--- src/rtl/stage_issue_ctl.sv ---
// Issue-stage controller: emit/bubble/hold with a configurable jump shadow and flush.
// Define STAGE_SKID_EN to add a 1-entry skid buffer that registers the upstream stall.
module stage_issue_ctl #(
   parameter int WIDTH  = 32,
   parameter int SHADOW = 1
) (
   input  logic             clk,
   input  logic             rst,
   input  logic [WIDTH-1:0] in_data,
   input  logic             in_valid,
   input  logic             in_pred,
   input  logic             in_jump,
   input  logic             in_hazard,
   input  logic             flush,
   input  logic             stall_in,
   output logic             stall,
   output logic             discard,
   output logic             out_valid,
   output logic [WIDTH-1:0] out_data,
   output logic             out_jump
);
   localparam logic [3:0] SHD_LOAD = 4'(SHADOW);

   logic [3:0] shd, next_shd;
   logic       emit, advance;

`ifdef STAGE_SKID_EN
   logic             skid_valid;
   logic [WIDTH-1:0] skid_data;
   logic             skid_jump;

   // Downstream stall only reaches upstream through the registered skid_valid.
   assign stall   = skid_valid | ~in_valid | in_hazard;
   assign advance = ~skid_valid;
`else
   assign stall   = stall_in | ~in_valid | in_hazard;
   assign advance = ~stall_in;
`endif

   assign emit = ~stall & (shd == 4'd0) & in_pred;

   always_comb begin
      next_shd = shd;
      if (emit && in_jump)
         next_shd = SHD_LOAD;
      else if (advance && shd != 4'd0)
         next_shd = shd - 4'd1;
   end

   assign discard = (next_shd != 4'd0);

`ifdef STAGE_SKID_EN
   always_ff @(posedge clk) begin
      if (rst || flush) begin
         out_valid  <= 1'b0;
         out_data   <= '0;
         out_jump   <= 1'b0;
         shd        <= 4'd0;
         skid_valid <= 1'b0;
         skid_data  <= '0;
         skid_jump  <= 1'b0;
      end else begin
         shd <= next_shd;
         if (!stall_in) begin
            if (skid_valid) begin
               out_valid  <= 1'b1;
               out_data   <= skid_data;
               out_jump   <= skid_jump;
               skid_valid <= 1'b0;
            end else if (emit) begin
               out_valid <= 1'b1;
               out_data  <= in_data;
               out_jump  <= in_jump;
            end else begin
               out_valid <= 1'b0;
               out_data  <= '0;
               out_jump  <= 1'b0;
            end
         end else if (emit) begin
            // Output slot is free only if it holds a bubble; otherwise park in the skid.
            if (!out_valid) begin
               out_valid <= 1'b1;
               out_data  <= in_data;
               out_jump  <= in_jump;
            end else begin
               skid_valid <= 1'b1;
               skid_data  <= in_data;
               skid_jump  <= in_jump;
            end
         end
      end
   end
`else
   always_ff @(posedge clk) begin
      if (rst || flush) begin
         out_valid <= 1'b0;
         out_data  <= '0;
         out_jump  <= 1'b0;
         shd       <= 4'd0;
      end else begin
         shd <= next_shd;
         if (emit) begin
            out_valid <= 1'b1;
            out_data  <= in_data;
            out_jump  <= in_jump;
         end else if (!stall_in) begin
            out_valid <= 1'b0;
            out_data  <= '0;
            out_jump  <= 1'b0;
         end
      end
   end
`endif

endmodule
--- config.mk ---
export PLATFORM = sky130hd
export DESIGN_NAME = stage_issue_ctl
export DESIGN_NICKNAME = d
export VERILOG_FILES = /design/src/rtl/stage_issue_ctl.sv
export SDC_FILE = /design/constraint.sdc
export NUM_CORES = 1
export LEC_CHECK = 0
export CAP_MARGIN = 25
export CORE_MARGIN = 5
export CORE_UTILIZATION = 39
export DETAILED_ROUTE_END_ITERATION = 6
export PLACE_DENSITY_LB_ADDON = 0.2
export SLEW_MARGIN = 20
export SYNTH_ARGS = -nofsm -noshare
export SYNTH_HDL_FRONTEND = slang
export SYNTH_SLANG_ARGS = --single-unit
--- constraint.sdc ---
create_clock -name clk -period 2.24 [get_ports clk]
set_input_delay 0.448 -clock clk [delete_from_list [all_inputs] [get_ports clk]]
set_output_delay 0.448 -clock clk [all_outputs]
set_load 0.1 [all_outputs]
### Yosys cells after proc, flatten, opt, wreduce, memory -nomap -nowiden

Index checks and enable logic that the tools add are counted.
Widths: inputs -> output; s select.

* reduce and logical (&&, ||, !) cells: 6
* eq/ne operators: 1
* $add $sub $neg: 1
* bitwise operators: 7
* muxes and demuxes: 7

Operators by type and width (count)
* $mux 32: 2
* $mux 4: 2
* $reduce_bool 4->1: 2
* $logic_not 4->1: 1
* $sub 4x1->4 const B: 1
* $mux 1: 3
* $not 1->1: 3
* $and 1x1->1: 2
* $logic_and 1x1->1: 2
* $ne 2x1->1 const B: 1
* $or 1x1->1: 2
* $logic_or 1x1->1: 1

* input bits: 40
* output and inout port bits: 36
* word-level logic and storage cells: 26
* register bits: 38

### Depth between registers and ports, before layout

* word-level depth: 9
* mapped depth: 7
* gate-level depth less buffers: 5

### Least setup slack after synthesis

No wires, ideal clock.

* kind: reg2out
* start point: reg shd[1]
* end point: out discard
* setup slack: -0.352 ns
* stages on the path, launching flop included: 6
* data required time: 1.792 ns
* arrival: 2.144 ns
* path buffers: 0
* cells stage by stage: dfxtp_1 > inv_1 > ha_1 > or3b_1 > a211oi_2 > nand4_1

* word-level cells in the longest chain between the ends: 6
* elaborated cells on any way between the ends: 10
* classes of those cells: add/sub: 1; mux: 2; bitwise: 2; reduce/logical: 5

Ends and longest elaborated chain
* start, declared: RTL line 24 `logic [3:0] shd, next_shd;`
* start signal, assigned: RTL line 101 `shd <= next_shd;`
* parallel branches: the longest is 4 deep, another holds $sub 4x1->4
* $mux 4 (*): RTL line 44 `if (emit && in_jump)`
* $reduce_bool 4->1 (*): RTL line 50 `assign discard = (next_shd != 4'd0);`
* end, declared: RTL line 17 `output logic discard,`

Mark *: on every way between the ends.

### Final worst setup path

* start point: reg shd[0]
* end point: out discard

The elaborated chain is that of the path after synthesis.

==> metrics.csv <==
metric,value,unit
Slew headroom,77.38,%
Placed Instances,271,
CTS tree,done,
first-pass GRT wire length,6658,um
largest net degree at the start of global routing,35,
Synth warnings,0,
via count,1457,
FF/Latch Area,768.2,um2
Slew Limit Fails,0,
vias in the first global route,1415,
drt first pass iters,4,
Post-Synth XOR/XNOR Area,0,%
clock tree buffer depth,2,
drc violations,0,
"Reg clk slew, reported paths",0.06,ns
Mapped Area,1530,um2
GRT Resource Usage Total,15.85,%
Hold Startpoint,out_jump,
Peak VDD IR,0.3274,mV
core area,3744,um2
top post-synthesis cells by area,"dfxtp_1 50%, a32oi_1 18%, nor2_1 8.3%, buf_6 2.9%, a21oi_1 1.3%",
Synth Register Bits,38,
largest family of logic cells by synthesized area,compound AO/OA/AOI/OAI gates,
compound-gate portion of the synthesized area,21.83,%
delay of the slowest critical-path stage,0.53,ns
H-tree levels,2,
Die H,72.64,um
area of the die,5277,um2
Post-Layout Cell Count,281,
initial core utilization,40.88,%
Routed WL,4244,um
"count leader, synth",dfxtp_1,
# port buffers,75,
Leak,0.9185,nW
initial antenna violation count,0,
Final GP Congestion,0.7511,
syn_area_per_cell,9.809,um2
fraction of layout cells with a size suffix above 1,27.04,%
cells along the critical path,inv_2 > ha_4 > nor4b_1 > or4_1 > nand4_1 > buf_12,
Multi-input gate area,669.4,um2
Critical-path top delay cell,or4_1,
Worst Path Required,1.79,ns
min Tclk post-route,2.352,ns
Slew @ Worst Pin,0.3392,ns
commonest cells in the netlist,"38 x dfxtp_1, 34 x nor2_1, 32 x a32oi_1",
Detailed Place HPWL,3025,um
Starting DRT DRC Count,105,
period utilization,105.0,%
"Distinct cells, synth",32,
R2R Setup Slk,0.60,ns
Mapped Cells,156,
syn nets,197,
hold path endpoint,out_jump,
simple-gate portion of the synthesized area,19.05,%
Worst EP arrival,1.90,ns
status,"finished, violations left",
ys async rst share,0,%
# setup viols final,1,
clk_skew,0.003280,ns
worst hold path class,flop to flop,
Congestion Overflow GR,0,
sequential share of the synthesized area,49.71,%
mux cell area share after synthesis,0.6541,%
clock net sink count,38,
worst setup path class,flop to output pin,
Critical R2R Capture,shd[1],
Inserted Clock Buffers,5,
worst hold path cell count,2,
Max Fclk,425.1,MHz
Antenna Nets Post-Route,0,
failing checks,negative setup slack,
Clock Latency Late Sink,0.27,ns
startpoint types,flop,
mean number of vias per cell,5.185,
row count,22,
maxcap violations,0,
Crit Path Max Fanout,3,
Layout Nets,274,
Power Density,555.4,nW/um2
Worst setup EP type,output pin,
Post-Synth Adder-Cell Area,0.8177,%
R2R depth,6,
hold buffer count at cts,0,
growth of design area from synthesis to finish,54.70,%
unrepaired setup endpoints after global routing,true,
area share of the leading cell type in the synthesized netlist,49.71,%
clk root buf,clkbuf_8,
top_reg_cell synth,dfxtp_1,
io pins,76,
Min Hold Slack,0.4655,ns
Antenna diodes,0,
RR Startpoint,shd[0],
Synth area leader,dfxtp_1,
final hold viol count,0,
drt wl/cell,15.10,um
Die Width,72.64,um
count of flip-flops with a built-in enable after synthesis,0,
# fillers,328,
final setup margin,-0.1125,ns
-- state kept, by name (all words and copies together) (netlist names) --
name,cells
out_data,32
out_jump,1
out_valid,1
shd,4
-- power breakdown --
part	internal [mW]	switching (mW)	total (mW)	leakage (nW)
Clock	0.214	0.205	0.419	0.0383
Combinational	0.100	0.115	0.215	0.572
Sequential	0.678	0.00298	0.681	0.308
-- worst max-delay path: cells and delay by family (launching register included) --
kind / cells / cell delay (ns)
adders and majority gates: 1 / 0.23
DFF: 1 / 0.35
buffers and inverters: 2 / 0.23
and+or+nand+nor: 3 / 0.83
-- how the worst max path moves through the flow --
stage	cells past startpoint	slack, ns	end	startpoint
2_1_floorplan	5	-0.28	discard	shd[0]
3_3_place_gp	5	-0.23	discard	stall_in
3_5_place_dp	6	-0.28	discard	stall_in
4_1_cts	6	-0.13	discard	shd[0]
5_1_grt	6	-0.18	discard	shd[0]
6_report	6	-0.11	discard	shd[0]
-- layout by cell type (no fill, tap or decap), drive strengths merged --
cell,instances
nor2,34
nor3b,2
a31oi,1
inv,4
nor4b,2
and2,1
dfxtp,38
nand4,1
nor4bb,2
ha,1
buf,48
o21a,1
a211oi,1
mux2i,1
nor2b,1
and4bb,1
or2,1
or3b,1
a21boi,1
and4b,1
nand2,3
nand3,2
a32oi,32
nor4,1
and3b,1
dlygate4sd2,1
a21oi,4
clkbuf,7
or4,1
clkdlybuf4s50,38
-- layout make-up --
type	instances	area share, %
well taps	48	2.537
clock buffers	7	3.224
multi-input cells	97	28.28
inverters	4	0.6342
repair buffers	87	32.88
flip-flops and latches	38	32.45
-- kinds of logic (layout without fill, tap and decap cells) --
kind of cell | Yosys count | count (layout)
compound gates | 40 | 40
simple gates | 55 | 55
mux | 1 | 1
buf+inv | 21 | 98
flops | 38 | 38
fa+ha+maj | 1 | 1
-- what timing repair did --
item                       in CTS  in global routing
setup endpoints to repair       2                  2
gates resized for setup         8                  1
gates cloned                    0                  0
buffers inserted                2                  1
-- per-layer routing --
metal  track usage [%]  vias to the layer above  wire (um)
met5                 0                        -          0
met2             25.65                       50       2083
met3             5.096                        2        316
li1                  -                      732          -
met1             19.85                      673       1827
met4             5.328                        0         17
-- through the flow --
| step | cell area (um2) | power [mW] | TNS, ns | utilization, % | setup WS [ns] |
|---|---|---|---|---|---|
| floorplan | 1545 | 0.8150 | -0.2795 | - | -0.2795 |
| global placement | 2252 | 0.9088 | -0.4121 | 60.16 | -0.2270 |
| detailed placement | 2252 | 0.9110 | -1.120 | 60.16 | -0.2759 |
| CTS | 2356 | 1.331 | -0.1257 | 62.93 | -0.1257 |
| global route | 2367 | 1.375 | -0.1778 | 63.24 | -0.1778 |
| finish | 2367 | 1.315 | -0.1125 | 63.24 | -0.1125 |
Note: power is estimated with default switching activity, not from simulation.
